--- config.mk ---
export PLATFORM = sky130hd
export DESIGN_NAME = mem_port_arbiter_flat
export DESIGN_NICKNAME = d
export VERILOG_FILES = /design/src/rtl/mem_port_arbiter_if.sv /design/src/rtl/mem_port_arbiter.sv /design/src/flat_wrapper.sv
export SDC_FILE = /design/constraint.sdc
export NUM_CORES = 1
export LEC_CHECK = 0
export CORE_MARGIN = 5
export CORE_UTILIZATION = 42
export DETAILED_ROUTE_END_ITERATION = 16
export HOLD_SLACK_MARGIN = 0.1
export PLACE_DENSITY = 0.87
export SKIP_CTS_REPAIR_TIMING = 1
export SLEW_MARGIN = 20
export SYNTH_ARGS = -nofsm -noshare
export SYNTH_HDL_FRONTEND = slang
export SYNTH_SLANG_ARGS = --single-unit
--- constraint.sdc ---
create_clock -name clk -period 1.9 [get_ports clk]
set_clock_uncertainty 0.1 [all_clocks]
set_input_delay 0.19 -clock clk [delete_from_list [all_inputs] [get_ports clk]]
set_output_delay 0.19 -clock clk [all_outputs]
set_load 0.01 [all_outputs]
--- src/rtl/mem_port_arbiter_if.sv ---
// Bus bundle between the two requesters (core, loader), the shared memory port
// and the arbiter that sits in the middle.
interface mem_port_arbiter_if #(
   parameter int ADDR_W = 32,
   parameter int DATA_W = 32
);
   logic              c_req;
   logic              c_we;
   logic [ADDR_W-1:0] c_addr;
   logic [DATA_W-1:0] c_wdata;
   logic              c_gnt;
   logic              c_done;
   logic [DATA_W-1:0] c_rdata;

   logic              l_req;
   logic              l_we;
   logic [ADDR_W-1:0] l_addr;
   logic [DATA_W-1:0] l_wdata;
   logic              l_gnt;
   logic              l_done;
   logic [DATA_W-1:0] l_rdata;

   logic              m_req;
   logic              m_we;
   logic [ADDR_W-1:0] m_addr;
   logic [DATA_W-1:0] m_wdata;
   logic              m_ready;
   logic [DATA_W-1:0] m_rdata;

   logic              err;
   logic              busy;

   modport slave (
      input  c_req, c_we, c_addr, c_wdata,
      output c_gnt, c_done, c_rdata,
      input  l_req, l_we, l_addr, l_wdata,
      output l_gnt, l_done, l_rdata,
      output m_req, m_we, m_addr, m_wdata,
      input  m_ready, m_rdata,
      output err, busy
   );

   modport master (
      output c_req, c_we, c_addr, c_wdata,
      input  c_gnt, c_done, c_rdata,
      output l_req, l_we, l_addr, l_wdata,
      input  l_gnt, l_done, l_rdata,
      input  m_req, m_we, m_addr, m_wdata,
      output m_ready, m_rdata,
      input  err, busy
   );
endinterface

--- src/rtl/mem_port_arbiter.sv ---
// Shares one memory port between core and loader: one access in flight,
// alternating on ties, with an optional bounded wait on m_ready.
module mem_port_arbiter #(
   parameter int ADDR_W  = 32,
   parameter int DATA_W  = 32,
   parameter int TIMEOUT = 255
) (
   input  logic               clk,
   input  logic               reset,
   mem_port_arbiter_if.slave  bus
);
   localparam int CNT_W = (TIMEOUT > 0) ? $clog2(TIMEOUT + 1) : 1;
   localparam logic [CNT_W-1:0] CNT_MAX = '1;
   localparam logic [CNT_W-1:0] CNT_LAST = CNT_W'(TIMEOUT - 1);

   typedef enum logic [1:0] {IDLE, ACCESS, DONE} state_t;
   typedef enum logic {CORE, LOADER} owner_t;

   state_t            state_q, state_d;
   owner_t            owner_q, owner_d;
   owner_t            last_owner_q, last_owner_d;
   logic [CNT_W-1:0]  cnt_q, cnt_d;
   logic              m_req_q, m_req_d;
   logic              m_we_q, m_we_d;
   logic [ADDR_W-1:0] m_addr_q, m_addr_d;
   logic [DATA_W-1:0] m_wdata_q, m_wdata_d;
   logic              c_gnt_q, c_gnt_d;
   logic              l_gnt_q, l_gnt_d;
   logic              c_done_q, c_done_d;
   logic              l_done_q, l_done_d;
   logic [DATA_W-1:0] c_rdata_q, c_rdata_d;
   logic [DATA_W-1:0] l_rdata_q, l_rdata_d;
   logic              err_q, err_d;
   logic              busy_q, busy_d;
   logic              pick_core;

   // Core takes a lone core request, or a tie when the loader went last.
   assign pick_core = bus.c_req && (!bus.l_req || last_owner_q == LOADER);

   always_comb begin
      state_d      = state_q;
      owner_d      = owner_q;
      last_owner_d = last_owner_q;
      cnt_d        = cnt_q;
      m_req_d      = m_req_q;
      m_we_d       = m_we_q;
      m_addr_d     = m_addr_q;
      m_wdata_d    = m_wdata_q;
      c_gnt_d      = 1'b0;
      l_gnt_d      = 1'b0;
      c_done_d     = 1'b0;
      l_done_d     = 1'b0;
      c_rdata_d    = c_rdata_q;
      l_rdata_d    = l_rdata_q;
      err_d        = 1'b0;
      case (state_q)
         IDLE: begin
            if (bus.c_req || bus.l_req) begin
               owner_d   = pick_core ? CORE : LOADER;
               m_we_d    = pick_core ? bus.c_we    : bus.l_we;
               m_addr_d  = pick_core ? bus.c_addr  : bus.l_addr;
               m_wdata_d = pick_core ? bus.c_wdata : bus.l_wdata;
               m_req_d   = 1'b1;
               c_gnt_d   = pick_core;
               l_gnt_d   = !pick_core;
               cnt_d     = '0;
               state_d   = ACCESS;
            end
         end
         ACCESS: begin
            cnt_d = (cnt_q == CNT_MAX) ? cnt_q : cnt_q + CNT_W'(1);
            if (bus.m_ready) begin
               if (!m_we_q) begin
                  if (owner_q == CORE) c_rdata_d = bus.m_rdata;
                  else                 l_rdata_d = bus.m_rdata;
               end
               m_req_d  = 1'b0;
               c_done_d = (owner_q == CORE);
               l_done_d = (owner_q == LOADER);
               state_d  = DONE;
            end else if (TIMEOUT > 0 && cnt_q == CNT_LAST) begin
               m_req_d  = 1'b0;
               c_done_d = (owner_q == CORE);
               l_done_d = (owner_q == LOADER);
               err_d    = 1'b1;
               state_d  = DONE;
            end
         end
         DONE: begin
            last_owner_d = owner_q;
            cnt_d        = '0;
            state_d      = IDLE;
         end
         default: state_d = IDLE;
      endcase
      busy_d = (state_d != IDLE);
   end

   always_ff @(posedge clk) begin
      if (reset) begin
         state_q      <= IDLE;
         owner_q      <= CORE;
         last_owner_q <= LOADER;
         cnt_q        <= '0;
         m_req_q      <= 1'b0;
         m_we_q       <= 1'b0;
         m_addr_q     <= '0;
         m_wdata_q    <= '0;
         c_gnt_q      <= 1'b0;
         l_gnt_q      <= 1'b0;
         c_done_q     <= 1'b0;
         l_done_q     <= 1'b0;
         c_rdata_q    <= '0;
         l_rdata_q    <= '0;
         err_q        <= 1'b0;
         busy_q       <= 1'b0;
      end else begin
         state_q      <= state_d;
         owner_q      <= owner_d;
         last_owner_q <= last_owner_d;
         cnt_q        <= cnt_d;
         m_req_q      <= m_req_d;
         m_we_q       <= m_we_d;
         m_addr_q     <= m_addr_d;
         m_wdata_q    <= m_wdata_d;
         c_gnt_q      <= c_gnt_d;
         l_gnt_q      <= l_gnt_d;
         c_done_q     <= c_done_d;
         l_done_q     <= l_done_d;
         c_rdata_q    <= c_rdata_d;
         l_rdata_q    <= l_rdata_d;
         err_q        <= err_d;
         busy_q       <= busy_d;
      end
   end

   assign bus.m_req   = m_req_q;
   assign bus.m_we    = m_we_q;
   assign bus.m_addr  = m_addr_q;
   assign bus.m_wdata = m_wdata_q;
   assign bus.c_gnt   = c_gnt_q;
   assign bus.l_gnt   = l_gnt_q;
   assign bus.c_done  = c_done_q;
   assign bus.l_done  = l_done_q;
   assign bus.c_rdata = c_rdata_q;
   assign bus.l_rdata = l_rdata_q;
   assign bus.err     = err_q;
   assign bus.busy    = busy_q;
endmodule
--- src/flat_wrapper.sv ---
// flat-port wrapper written by rule: the top's interface ports become plain ports
module mem_port_arbiter_flat 
#(
   parameter int ADDR_W  = 32,
   parameter int DATA_W  = 32,
   parameter int TIMEOUT = 255
)
  (clk, reset, bus_c_req, bus_c_we, bus_c_addr, bus_c_wdata, bus_c_gnt, bus_c_done, bus_c_rdata, bus_l_req, bus_l_we, bus_l_addr, bus_l_wdata, bus_l_gnt, bus_l_done, bus_l_rdata, bus_m_req, bus_m_we, bus_m_addr, bus_m_wdata, bus_m_ready, bus_m_rdata, bus_err, bus_busy);
  mem_port_arbiter_if #(.ADDR_W(ADDR_W), .DATA_W(DATA_W)) bus_i ();
  input  logic clk;
  input  logic reset;
  input wire logic [$bits(bus_i.c_req)-1:0] bus_c_req;
  input wire logic [$bits(bus_i.c_we)-1:0] bus_c_we;
  input wire logic [$bits(bus_i.c_addr)-1:0] bus_c_addr;
  input wire logic [$bits(bus_i.c_wdata)-1:0] bus_c_wdata;
  output wire logic [$bits(bus_i.c_gnt)-1:0] bus_c_gnt;
  output wire logic [$bits(bus_i.c_done)-1:0] bus_c_done;
  output wire logic [$bits(bus_i.c_rdata)-1:0] bus_c_rdata;
  input wire logic [$bits(bus_i.l_req)-1:0] bus_l_req;
  input wire logic [$bits(bus_i.l_we)-1:0] bus_l_we;
  input wire logic [$bits(bus_i.l_addr)-1:0] bus_l_addr;
  input wire logic [$bits(bus_i.l_wdata)-1:0] bus_l_wdata;
  output wire logic [$bits(bus_i.l_gnt)-1:0] bus_l_gnt;
  output wire logic [$bits(bus_i.l_done)-1:0] bus_l_done;
  output wire logic [$bits(bus_i.l_rdata)-1:0] bus_l_rdata;
  output wire logic [$bits(bus_i.m_req)-1:0] bus_m_req;
  output wire logic [$bits(bus_i.m_we)-1:0] bus_m_we;
  output wire logic [$bits(bus_i.m_addr)-1:0] bus_m_addr;
  output wire logic [$bits(bus_i.m_wdata)-1:0] bus_m_wdata;
  input wire logic [$bits(bus_i.m_ready)-1:0] bus_m_ready;
  input wire logic [$bits(bus_i.m_rdata)-1:0] bus_m_rdata;
  output wire logic [$bits(bus_i.err)-1:0] bus_err;
  output wire logic [$bits(bus_i.busy)-1:0] bus_busy;
  assign bus_i.c_req = bus_c_req;
  assign bus_i.c_we = bus_c_we;
  assign bus_i.c_addr = bus_c_addr;
  assign bus_i.c_wdata = bus_c_wdata;
  assign bus_c_gnt = bus_i.c_gnt;
  assign bus_c_done = bus_i.c_done;
  assign bus_c_rdata = bus_i.c_rdata;
  assign bus_i.l_req = bus_l_req;
  assign bus_i.l_we = bus_l_we;
  assign bus_i.l_addr = bus_l_addr;
  assign bus_i.l_wdata = bus_l_wdata;
  assign bus_l_gnt = bus_i.l_gnt;
  assign bus_l_done = bus_i.l_done;
  assign bus_l_rdata = bus_i.l_rdata;
  assign bus_m_req = bus_i.m_req;
  assign bus_m_we = bus_i.m_we;
  assign bus_m_addr = bus_i.m_addr;
  assign bus_m_wdata = bus_i.m_wdata;
  assign bus_i.m_ready = bus_m_ready;
  assign bus_i.m_rdata = bus_m_rdata;
  assign bus_err = bus_i.err;
  assign bus_busy = bus_i.busy;
  mem_port_arbiter #(.ADDR_W(ADDR_W), .DATA_W(DATA_W), .TIMEOUT(TIMEOUT)) u_core (.clk(clk), .reset(reset), .bus(bus_i));
endmodule
# Word-level counts from Yosys, hierarchy flattened
# Cells that the tools add are included.
[op_classes] n_addsub=1 n_eq_ne=7 mux=20 n_bitwise=5 reduce_logical=17
[op_table] cell="two-way mux 32 bit" n=2
[op_table] cell="one-hot mux 8 bit (3 select lines)" n=1
[op_table] cell="== test 8 bit, second input constant" n=2
[op_table] cell="two-way mux 8 bit" n=2
[op_table] cell="two-way mux 1 bit" n=10
[op_table] cell="adder 8 x 1 -> 8 bit, second input constant" n=1
[op_table] cell="AND reduction 4 bit" n=2
[op_table] cell="two-way mux 2 bit" n=3
[op_table] cell="AND reduction 3 bit" n=2
[op_table] cell="OR reduction 3 bit" n=2
[op_table] cell="NOT 1 bit" n=5
[op_table] cell="one-hot mux 2 bit (2 select lines)" n=1
[op_table] cell="nonzero test 2 bit" n=2
[op_table] cell="!= test 3 x 2 -> 1 bit, second input constant" n=1
[op_table] cell="nonzero test 3 bit" n=1
[op_table] cell="== test 2 x 1 -> 1 bit, second input constant" n=1
[op_table] cell="== test 2 bit, second input constant" n=1
[op_table] cell="zero test 1 bit" n=2
[op_table] cell="zero test 2 bit" n=1
[op_table] cell="logical OR 1 bit" n=2
[op_table] cell="!= test 2 x 1 -> 1 bit, second input constant" n=1
[op_table] cell="!= test 2 bit, second input constant" n=1
[op_table] cell="one-hot mux 1 bit (2 select lines)" n=1
[op_table] cell="AND reduction 2 bit" n=1
[op_table] cell="2 further kinds" n=2
[totals] ff_bits=148 out_inout_bits=136

# Depth between registers and ports, before layout
# Gate-level depths: netlist (run 1).
[depth] word_depth=5 depth_mapped=7 mapped_depth_nobuf=5

# Worst setup path before layout (run 1)
# OpenSTA, ideal clock, no wires.
[synth_timing] path_kind="register to register" from="register u_core.state_q[0]" to="register u_core.c_rdata_q[10], in the netlist u_core.bus.c_rdata[10]" setup_ps=120 arrival_ps=1283 path_slack_ps=398 path_stages_with_launch=7 path_buffers=3 synth_period_minus_slack_ps=1502 path_cell_list="dfxtp_1 -> buf_2 -> nand3b_1 -> or3_1 -> buf_2 -> buf_6 -> mux2i_1"
[synth_via] elab_chain_cells=2
[synth_rtl] item="start: declaration" line="mem_port_arbiter.sv:19" rtl="state_t state_q, state_d;"
[synth_rtl] item="start signal: assignment" line="mem_port_arbiter.sv:118" rtl="state_q <= state_d;"
[synth_rtl] item="== test 2 x 1 -> 1 bit" line="mem_port_arbiter.sv:56" rtl="case (state_q)"
[synth_rtl] item="AND reduction 4 bit (no source line)"
[synth_rtl] item="end signal: assignment" line="mem_port_arbiter.sv:130" rtl="c_rdata_q <= c_rdata_d;"
[synth_rtl] item="end: declaration" line="mem_port_arbiter.sv:31" rtl="logic [DATA_W-1:0] c_rdata_q, c_rdata_d;"
# No other way between the ends.
# A chain may end at the register's enable or synchronous reset.

# Worst setup path in the final report (run 1)
[layout_timing] from="register u_core.m_addr_q[27], in the netlist u_core.bus.m_addr[27]" to="output bus_m_addr[27]"
[layout_rtl] item="start: declaration" line="mem_port_arbiter.sv:25" rtl="logic [ADDR_W-1:0] m_addr_q, m_addr_d;"
[layout_rtl] item="start signal: assignment" line="mem_port_arbiter.sv:124" rtl="m_addr_q <= m_addr_d;"
[layout_rtl] item="end: declaration" line="flat_wrapper.sv:28" rtl="output wire logic [$bits(bus_i.m_addr)-1:0] bus_m_addr;"
# No word-level cell between the ends.

==> results.py, run 1 <==
metrics = {
    "synthesis": {
        "async_flop_share_pct": 0,
        "synth_xor_area_share_pct": 0,
        "synth.distinct_cells": 41,
        "ys_ff_latch": 148,
        "synth_area_leaders": "dfxtp_1, mux2i_1, o211ai_1",
        "yosysTopAreaCell": "dfxtp_1",
        "synth_top_area_share_pct": 44.4,
        "synth_compound_area_share_pct": 29.8,
        "postSynthCellCount": 728,
        "synth_edf_count": 0,
        "avgSynthCellArea_sq_um": 9.17,
        "synth_seq_area_share_pct": 44.4,
        "muxShareOfSynthArea_pct": 10.1,
        "ys.flop_type": "dfxtp_1",
        "synth_simple_gate_area_share_pct": 8.83,
        "synth_fp_nets": 897,
        "synth_top_family_by_area": "compound AO/OA/AOI/OAI gates",
        "syn-cell-area_sq_um": 6670,
        "synthAdderAreaFrac_pct": 0.375,
        "yosys_warnings": 0,
    },
    "detailed_routing": {
        "dr.pass1.iters": 5,
        "wl_met3_microns": 2690,
        "postRouteAntennaNets": 0,
        "dr_wl_met2_microns": 10800,
        "top_layer": "met4",
        "route.detailed.drc": 0,
        "drt-initial-drc-count": 428,
        "num_vias": 6914,
        "wl_per_cell_microns": 19.2,
        "vias_per_cell": 5.67,
        "routed_wirelength_microns": 23400,
        "met1_length_microns": 8710,
    },
    "placed_design": {
        "gp_congestion": 0.936,
        "dpl.cell_count": 1188,
        "preCtsSetupSlack_ps": -22.2,
        "dpl-instance-area_sq_um": 9940,
        "hpwl_microns": 16900,
        "numPortBuffers": 302,
    },
    "cells_and_area": {
        "layout_common_cells": "clkdlybuf4s50_1, dfxtp_1, nand2_1",
        "layout.cells.non_filler": 1220,
        "num_antenna_cells": 0,
        "multi_input_area_sq_um": 3300,
        "ff_latch_area_sq_um": 2960,
        "fill_cells": 1217,
        "fin_util_pct": 67.1,
        "mostFrequentLayoutCell": "clkdlybuf4s50_1",
        "nets": 1160,
        "drive_gt1_share_pct": 9.66,
        "design_area_sq_um": 10500,
        "area_growth_pct": 57.9,
    },
    "critical_path": {
        "critical_path_class": "reg2out",
        "rrSetupSlack_ps": 270,
        "arrival_ps": 1370,
        "cp_slowest_stage_delay_ps": 630,
        "cp.depth": 1,
        "start_kind": "register",
        "cp.required_ps": 1610,
        "cp_cell_sequence": "clkdlybuf4s50_1",
        "reg2reg_depth": 5,
        "slowest_stage": "clkdlybuf4s50_1",
        "crit_buf_inv": 1,
        "end_kind": "primary output",
        "cp_max_fo": 2,
        "crit_family": "buffers and inverters",
    },
    "sta": {
        "rsz0062_at_grt": "no",
        "tns_ps": 0,
        "period_share_pct": 87.6,
        "min_period_ps": 1660,
        "fmax_ghz": 0.601,
        "tightest_slew_ps": 587,
        "setup_viol": 0,
        "drv_slew": 0,
        "maxSlewHeadroom_pct": 60.5,
        "finalWorstSetupSlack_ps": 236,
        "timing.hold.ws_ps": 221,
        "hold_viol": 0,
    },
    "power": {
        "design_power_total_mw": 8.62,
        "powerDensity_nw_per_um2": 818,
        "p_leak_nw": 3.79,
        "ir_drop_mv": 0.581,
    },
    "clock_tree": {
        "clock-sinks": 148,
        "cts_tree": "built",
        "clock_path_buffers": 2,
        "htree_levels": 4,
        "clock_latency_ps": 410,
        "root_buffer": "clkbuf_16",
        "cts.clk_slew.worst_paths_ps": 70,
        "cts_buffers": 17,
    },
    "hold_path": {
        "hold_class": "in2reg",
        "min_path_cells": 4,
    },
    "run_status": {
        "run_status": "complete, no violations",
    },
    "global_routing": {
        "grt_usage_pct": 24.1,
        "grt_pass1_wl_microns": 35100,
        "antenna_found_initial": 0,
        "grt.overflow.total": 0,
        "grt_pass1_vias": 6606,
        "grt_max_degree": 59,
    },
    "floorplanning": {
        "start_util_pct": 42.5,
        "io_pins": 303,
        "die_y_microns": 136,
        "die_w_microns": 136,
        "placementRows": 46,
        "dieArea_sq_um": 18500,
        "core_sq_um": 15700,
    },
    "run": {
        "drv_cap": 0,
    },
}
==> per-layer routing <==
metal	track usage (%)	vias to the layer above
met5	0	-
met4	13.9	0
met3	9.55	70
met2	38.6	379
met1	27.3	3208
li1	-	3257
==> layout make-up <==
type | instances | area share (%)
Timing Repair Buffer | 334 | 32.2
Multi-Input combinational cell | 486 | 31.3
Sequential cell | 148 | 28.1
Clock buffer | 20 | 4.43
Tap cell | 216 | 2.57
Clock inverter | 12 | 1.22
Inverter | 4 | 0.143
==> power by group <==
group | total, mW | internal (mW) | switching [mW] | leakage, nW
clock | 3.36 | 2.04 | 1.32 | 0.288
sequential | 3.46 | 3.32 | 0.136 | 1.21
combinational | 1.81 | 0.980 | 0.827 | 2.29
==> synthesized netlist by cell type (2+ instances only) <==
| cell type | n |
|---|---|
| and4_1 | 3 |
| a31oi_1 | 3 |
| nor2b_1 | 2 |
| dfxtp_1 | 148 |
| a21oi_1 | 72 |
| nand3_1 | 2 |
| a311oi_2 | 20 |
| nand2b_1 | 2 |
| buf_4 | 5 |
| nand2_1 | 102 |
| nor4_1 | 3 |
| buf_2 | 14 |
| nor3_1 | 6 |
| buf_6 | 6 |
| o21ai_0 | 60 |
| clkbuf_1 | 64 |
| o21ai_1 | 6 |
| inv_1 | 3 |
| mux2i_1 | 67 |
| nor2_1 | 2 |
| a311oi_1 | 46 |
| o211ai_1 | 68 |
| a211oi_1 | 4 |
| and3_1 | 2 |
| ha_1 | 2 |
==> sequential cells by signal, summed over array words and instances, names as in the netlist <==
| register | flops |
|---|---|
| u_core.bus.c_done | 1 |
| u_core.state_q | 2 |
| u_core.owner_q | 1 |
| u_core.bus.l_rdata | 32 |
| u_core.bus.busy | 1 |
| u_core.cnt_q | 8 |
| u_core.bus.m_addr | 32 |
| u_core.bus.m_req | 1 |
| u_core.bus.c_rdata | 32 |
| u_core.bus.m_we | 1 |
| u_core.bus.c_gnt | 1 |
| u_core.bus.m_wdata | 32 |
| u_core.bus.err | 1 |
| u_core.last_owner_q | 1 |
| u_core.bus.l_done | 1 |
| u_core.bus.l_gnt | 1 |
==> cell families (layout without fill, tap and decap cells) <==
| family | count (synthesis) | count (layout) |
|---|---|---|
| AOI/OAI and AO/OA | 283 | 283 |
| muxes | 67 | 67 |
| and+or+nand+nor | 134 | 134 |
| buffers and inverters | 94 | 370 |
| adders and majority gates | 2 | 2 |
| DFF | 148 | 148 |
==> final timing paths <==
path,from,end
worst max-delay path,u_core.bus.m_addr[27],bus_m_addr[27]
worst min-delay path,bus_c_req,u_core.bus.m_addr[19]
worst max register to register,u_core.cnt_q[0],u_core.bus.m_req
worst min register to register,u_core.bus.l_rdata[23],u_core.bus.l_rdata[23]
Note: power is estimated with default switching activity, not from simulation.
==> inputs of run 2 (changes only) <==
--- a/config.mk
+++ b/config.mk
@@ -8,8 +8,9 @@
 export CORE_MARGIN = 5
 export CORE_UTILIZATION = 42
 export DETAILED_ROUTE_END_ITERATION = 16
-export HOLD_SLACK_MARGIN = 0.1
+export HOLD_SLACK_MARGIN = 0.06
 export PLACE_DENSITY = 0.87
+export REMOVE_ABC_BUFFERS = 1
 export SKIP_CTS_REPAIR_TIMING = 1
 export SLEW_MARGIN = 20
 export SYNTH_ARGS = -nofsm -noshare
==> run 2 against run 1 <==
Compared with the run above: clock-buffer cell count fell by 1; utilization increased by 0.22 points; design area increased by 0.33%; flip-flop and latch count is the same; power up 2.1%; worst setup slack got worse by 120 ps; sequential share of layout area fell by 0.093 points; critical path type is now reg2reg; largest cell class unchanged; largest power group is now clock.
==> results.py, run 2 (synthesis results as in run 1) <==
metrics = {
    "placed_design": {
        "dpl.cell_count": 1186,
        "numPortBuffers": 302,
        "hpwl_microns": 16200,
        "gp_congestion": 0.817,
    },
    "clock_tree": {
        "cts_buffers": 17,
        "htree_levels": 4,
        "clock-sinks": 148,
        "root_buffer": "clkbuf_16",
        "clock_latency_ps": 410,
        "cts_tree": "built",
        "cts.clk_slew.worst_paths_ps": 60,
        "clock_path_buffers": 2,
    },
    "sta": {
        "tns_ps": 0,
        "min_period_ps": 1780,
        "drv_slew": 0,
        "setup_viol": 0,
        "period_share_pct": 93.9,
        "maxSlewHeadroom_pct": 59.5,
        "fmax_ghz": 0.560,
        "tightest_slew_ps": 601,
        "timing.hold.ws_ps": 94.9,
        "rsz0062_at_grt": "no",
        "hold_viol": 0,
    },
    "run_status": {
        "run_status": "complete, no violations",
    },
    "cells_and_area": {
        "layout.cells.non_filler": 1217,
        "area_growth_pct": 58.4,
        "drive_gt1_share_pct": 9.39,
        "mostFrequentLayoutCell": "clkdlybuf4s50_1",
        "layout_common_cells": "clkdlybuf4s50_1, dfxtp_1, nand2_1",
        "nets": 1158,
        "fin_util_pct": 67.3,
        "num_antenna_cells": 0,
    },
    "critical_path": {
        "start_kind": "register",
        "slowest_stage": "dfxtp_1",
        "cp_max_fo": 32,
        "cp_cell_sequence": "nand3b_1, or3_2, buf_12, mux2i_1",
        "cp.required_ps": 2090,
        "cp_slowest_stage_delay_ps": 500,
        "arrival_ps": 1970,
        "end_kind": "register",
        "critical_path_class": "reg2reg",
    },
    "floorplanning": {
        "dieArea_sq_um": 18500,
        "placementRows": 46,
        "core_sq_um": 15700,
        "die_y_microns": 136,
        "start_util_pct": 42.5,
        "die_w_microns": 136,
        "io_pins": 303,
    },
    "hold_path": {
        "hold_class": "in2reg",
    },
    "power": {
        "ir_drop_mv": 0.599,
        "p_leak_nw": 3.79,
        "design_power_total_mw": 8.80,
        "powerDensity_nw_per_um2": 833,
    },
    "global_routing": {
        "antenna_found_initial": 0,
        "busiest_layer": "met2",
        "grt_use_met1_pct": 28.0,
        "grt_usage_pct": 23.9,
        "grt.overflow.total": 0,
        "grtUsageMet2_pct": 41.1,
        "grt_pass1_wl_microns": 35300,
        "grt_pass1_vias": 6756,
        "met3_usage_pct": 7.44,
        "grt_max_degree": 75,
    },
    "detailed_routing": {
        "postRouteAntennaNets": 0,
        "dr.pass1.iters": 5,
        "wl_per_cell_microns": 18.8,
        "route.detailed.drc": 0,
        "vias_per_cell": 5.60,
        "num_vias": 6811,
        "routed_wirelength_microns": 22900,
        "drt-initial-drc-count": 309,
    },
    "run": {
        "drv_cap": 0,
    },
}
==> run 2: cell type report <==
type                            count  area [sq um]
Sequential cell                   148          2960
Inverter                            4          15.0
Tap cell                          216           270
Fill cell                        1189          5140
Clock inverter                     12           170
Timing Repair Buffer              332          3400
Clock buffer                       19           453
Multi-Input combinational cell    486          3300
==> run 2: power by group <==
part           switching [mW]  total (mW)  internal (mW)
sequential              0.129        3.45           3.32
clock                    1.38        3.55           2.17
combinational           0.811        1.80          0.991
total                    2.32        8.80           6.48
==> run 2: layer usage <==
metal	part of all wire, %	wire, microns	up-vias
li1	-	-	3249
met1	38	8730	3184
met2	49	11200	344
met3	11	2460	34
met4	2.2	496	0
met5	0	0	-
==> run 2: final timing paths <==
path,cells after the start,startpoint,to,slack (ps)
worst min-delay path,3,bus_c_req,u_core.bus.m_addr[1],90
worst min register to register,2,u_core.bus.l_rdata[0],u_core.bus.l_rdata[0],360
worst max-delay path,4,u_core.state_q[0],u_core.bus.c_rdata[4],120
worst max register to register,4,u_core.state_q[0],u_core.bus.c_rdata[4],120
==> run 2: critical path: cells and delay by family (launching register included) <==
kind          cells  cell delay (ps)
simple gates      2              670
buf+inv           1              210
flops             1              500
mux               1              160
==> run 2: stage by stage <==
step | instance area (sq um) | setup slack (ps)
after floorplan | 6250 | -2740
after global placement | 9950 | 88.2
final | 10600 | 115
after CTS | 10600 | 92.4
after global routing | 10600 | 36.6
after detailed placement | 9950 | 6.38
==> inputs of run 3 (changes only) <==
--- a/config.mk
+++ b/config.mk
@@ -11,6 +11,7 @@
 export HOLD_SLACK_MARGIN = 0.06
 export PLACE_DENSITY = 0.87
 export REMOVE_ABC_BUFFERS = 1
+export SETUP_SLACK_MARGIN = 0.1
 export SKIP_CTS_REPAIR_TIMING = 1
 export SLEW_MARGIN = 20
 export SYNTH_ARGS = -nofsm -noshare
==> run 3 against run 2 <==
Compared with the run above: first-iteration DRC count is the same; sequential power is essentially flat; maximum frequency grew 6.1%; sequential share of layout area barely moved; clock-buffer cell count did not move; final cell count unchanged; utilization about the same; design area about the same; critical endpoint unchanged.
==> results.py, run 3 (synthesis results as in run 1) <==
metrics = {
    "clock_tree": {
        "clock-sinks": 148,
        "cts_tree": "built",
        "cts_buffers": 17,
        "root_buffer": "clkbuf_16",
        "cts.clk_slew.worst_paths_ps": 60,
        "clock_path_buffers": 2,
        "clock_latency_ps": 410,
        "htree_levels": 4,
    },
    "global_routing": {
        "antenna_found_initial": 0,
        "grt.overflow.total": 0,
        "grtUsageMet2_pct": 41.1,
        "grt_max_degree": 75,
        "grt_usage_pct": 23.9,
        "busiest_layer": "met2",
        "grt_use_met1_pct": 28.0,
        "grt_pass1_vias": 6756,
        "met3_usage_pct": 7.44,
        "grt_pass1_wl_microns": 35300,
    },
    "placed_design": {
        "hpwl_microns": 16200,
        "dpl-instance-area_sq_um": 9950,
        "numPortBuffers": 302,
        "gp_congestion": 0.817,
    },
    "cells_and_area": {
        "fill_cells": 1189,
        "area_growth_pct": 58.5,
        "ff_latch_area_sq_um": 2970,
        "multi_input_area_sq_um": 3300,
        "num_antenna_cells": 0,
        "nets": 1158,
        "design_area_sq_um": 10600,
        "mostFrequentLayoutCell": "clkdlybuf4s50_1",
        "layout_common_cells": "clkdlybuf4s50_1, dfxtp_1, nand2_1",
        "drive_gt1_share_pct": 9.59,
    },
    "critical_path": {
        "arrival_ps": 1870,
        "slowest_stage": "or3_2",
        "end_kind": "register",
        "cp.required_ps": 2090,
        "cp_cell_sequence": "nand3b_1, or3_2, buf_12, mux2i_1",
        "cp_slowest_stage_delay_ps": 480,
        "cp_max_fo": 32,
        "start_kind": "register",
        "critical_path_class": "reg2reg",
    },
    "power": {
        "powerDensity_nw_per_um2": 832,
        "seqPwrFrac_pct": 39.2,
        "swShare_pct": 26.4,
        "p_leak_nw": 3.79,
        "switching_power_mw": 2.32,
        "power_frac_comb_pct": 20.5,
        "p_clk_share_pct": 40.3,
        "ir_drop_mv": 0.598,
        "p_int_mw": 6.48,
    },
    "detailed_routing": {
        "route.detailed.drc": 0,
        "wl_per_cell_microns": 18.8,
        "num_vias": 6813,
        "dr.pass1.iters": 5,
        "drt-initial-drc-count": 309,
        "routed_wirelength_microns": 22900,
        "postRouteAntennaNets": 0,
        "vias_per_cell": 5.60,
    },
    "sta": {
        "rsz0062_at_grt": "no",
        "min_period_ps": 1680,
        "period_share_pct": 88.5,
        "fmax_ghz": 0.594,
        "setup_viol": 0,
        "maxSlewHeadroom_pct": 59.6,
        "drv_slew": 0,
        "hold_viol": 0,
        "tightest_slew_ps": 599,
        "timing.hold.ws_ps": 95.1,
    },
    "floorplanning": {
        "dieArea_sq_um": 18500,
        "die_w_microns": 136,
        "start_util_pct": 42.5,
        "placementRows": 46,
        "core_sq_um": 15700,
        "io_pins": 303,
        "die_y_microns": 136,
    },
    "run": {
        "drv_cap": 0,
    },
    "hold_path": {
        "hold_class": "in2reg",
    },
    "run_status": {
        "run_status": "complete, no violations",
    },
}
-- run 3: final timing paths --
check                                      startpoint                     to  slack, ps  depth (start not counted)
worst min register to register  u_core.bus.l_rdata[0]  u_core.bus.l_rdata[0]        360                          2
worst max-delay path                u_core.state_q[1]  u_core.bus.c_rdata[4]        220                          4
worst max register to register      u_core.state_q[1]  u_core.bus.c_rdata[4]        220                          4
worst min-delay path                        bus_c_req   u_core.bus.m_addr[1]        100                          3
-- run 3: power by group through the flow --
stage               sequential [mW]  combinational [mW]  clock, mW
floorplan                      3.61               0.607          0
global placement               3.51                1.78          0
detailed placement             3.51                1.81          0
CTS                            3.45                1.82       3.60
global route                   3.48                1.93       3.75
finish                         3.45                1.80       3.55
-- run 3: layout make-up --
| type | instances | area share, % |
|---|---|---|
| repair buffers | 332 | 32.2 |
| multi-input cells | 486 | 31.2 |
| flip-flops and latches | 148 | 28.1 |
| clock buffers | 19 | 4.28 |
| well taps | 216 | 2.56 |
| clock inverters | 12 | 1.61 |
| inverters | 4 | 0.142 |
-- run 3: stage by stage --
stage / total power, mW / setup WS, ps / instances / setup TNS, ps / utilization [%]
CTS: 8.87 / 92.4 / 1217 / 0 / 67.3
global placement: 5.29 / 88.2 / 1186 / 0 / 63.3
finish: 8.80 / 218 / 1217 / 0 / 67.3
detailed placement: 5.32 / 6.38 / 1186 / 0 / 63.3
floorplan: 4.21 / -2740 / 638 / -275180 / -
global route: 9.16 / 154 / 1217 / 0 / 67.3
-- run 3: per-layer routing --
layer  routed length (microns)  share of wire, %
met1                      8700                38
met3                      2450                11
met5                         0                 0
met2                     11200                49
met4                       498               2.2
-- run 3: worst max-delay path, delay by kind of cell, from the launching register on --
family        cells  cell delay [ps]
flops             1              370
buf+inv           1              210
simple gates      2              710
mux               1              160
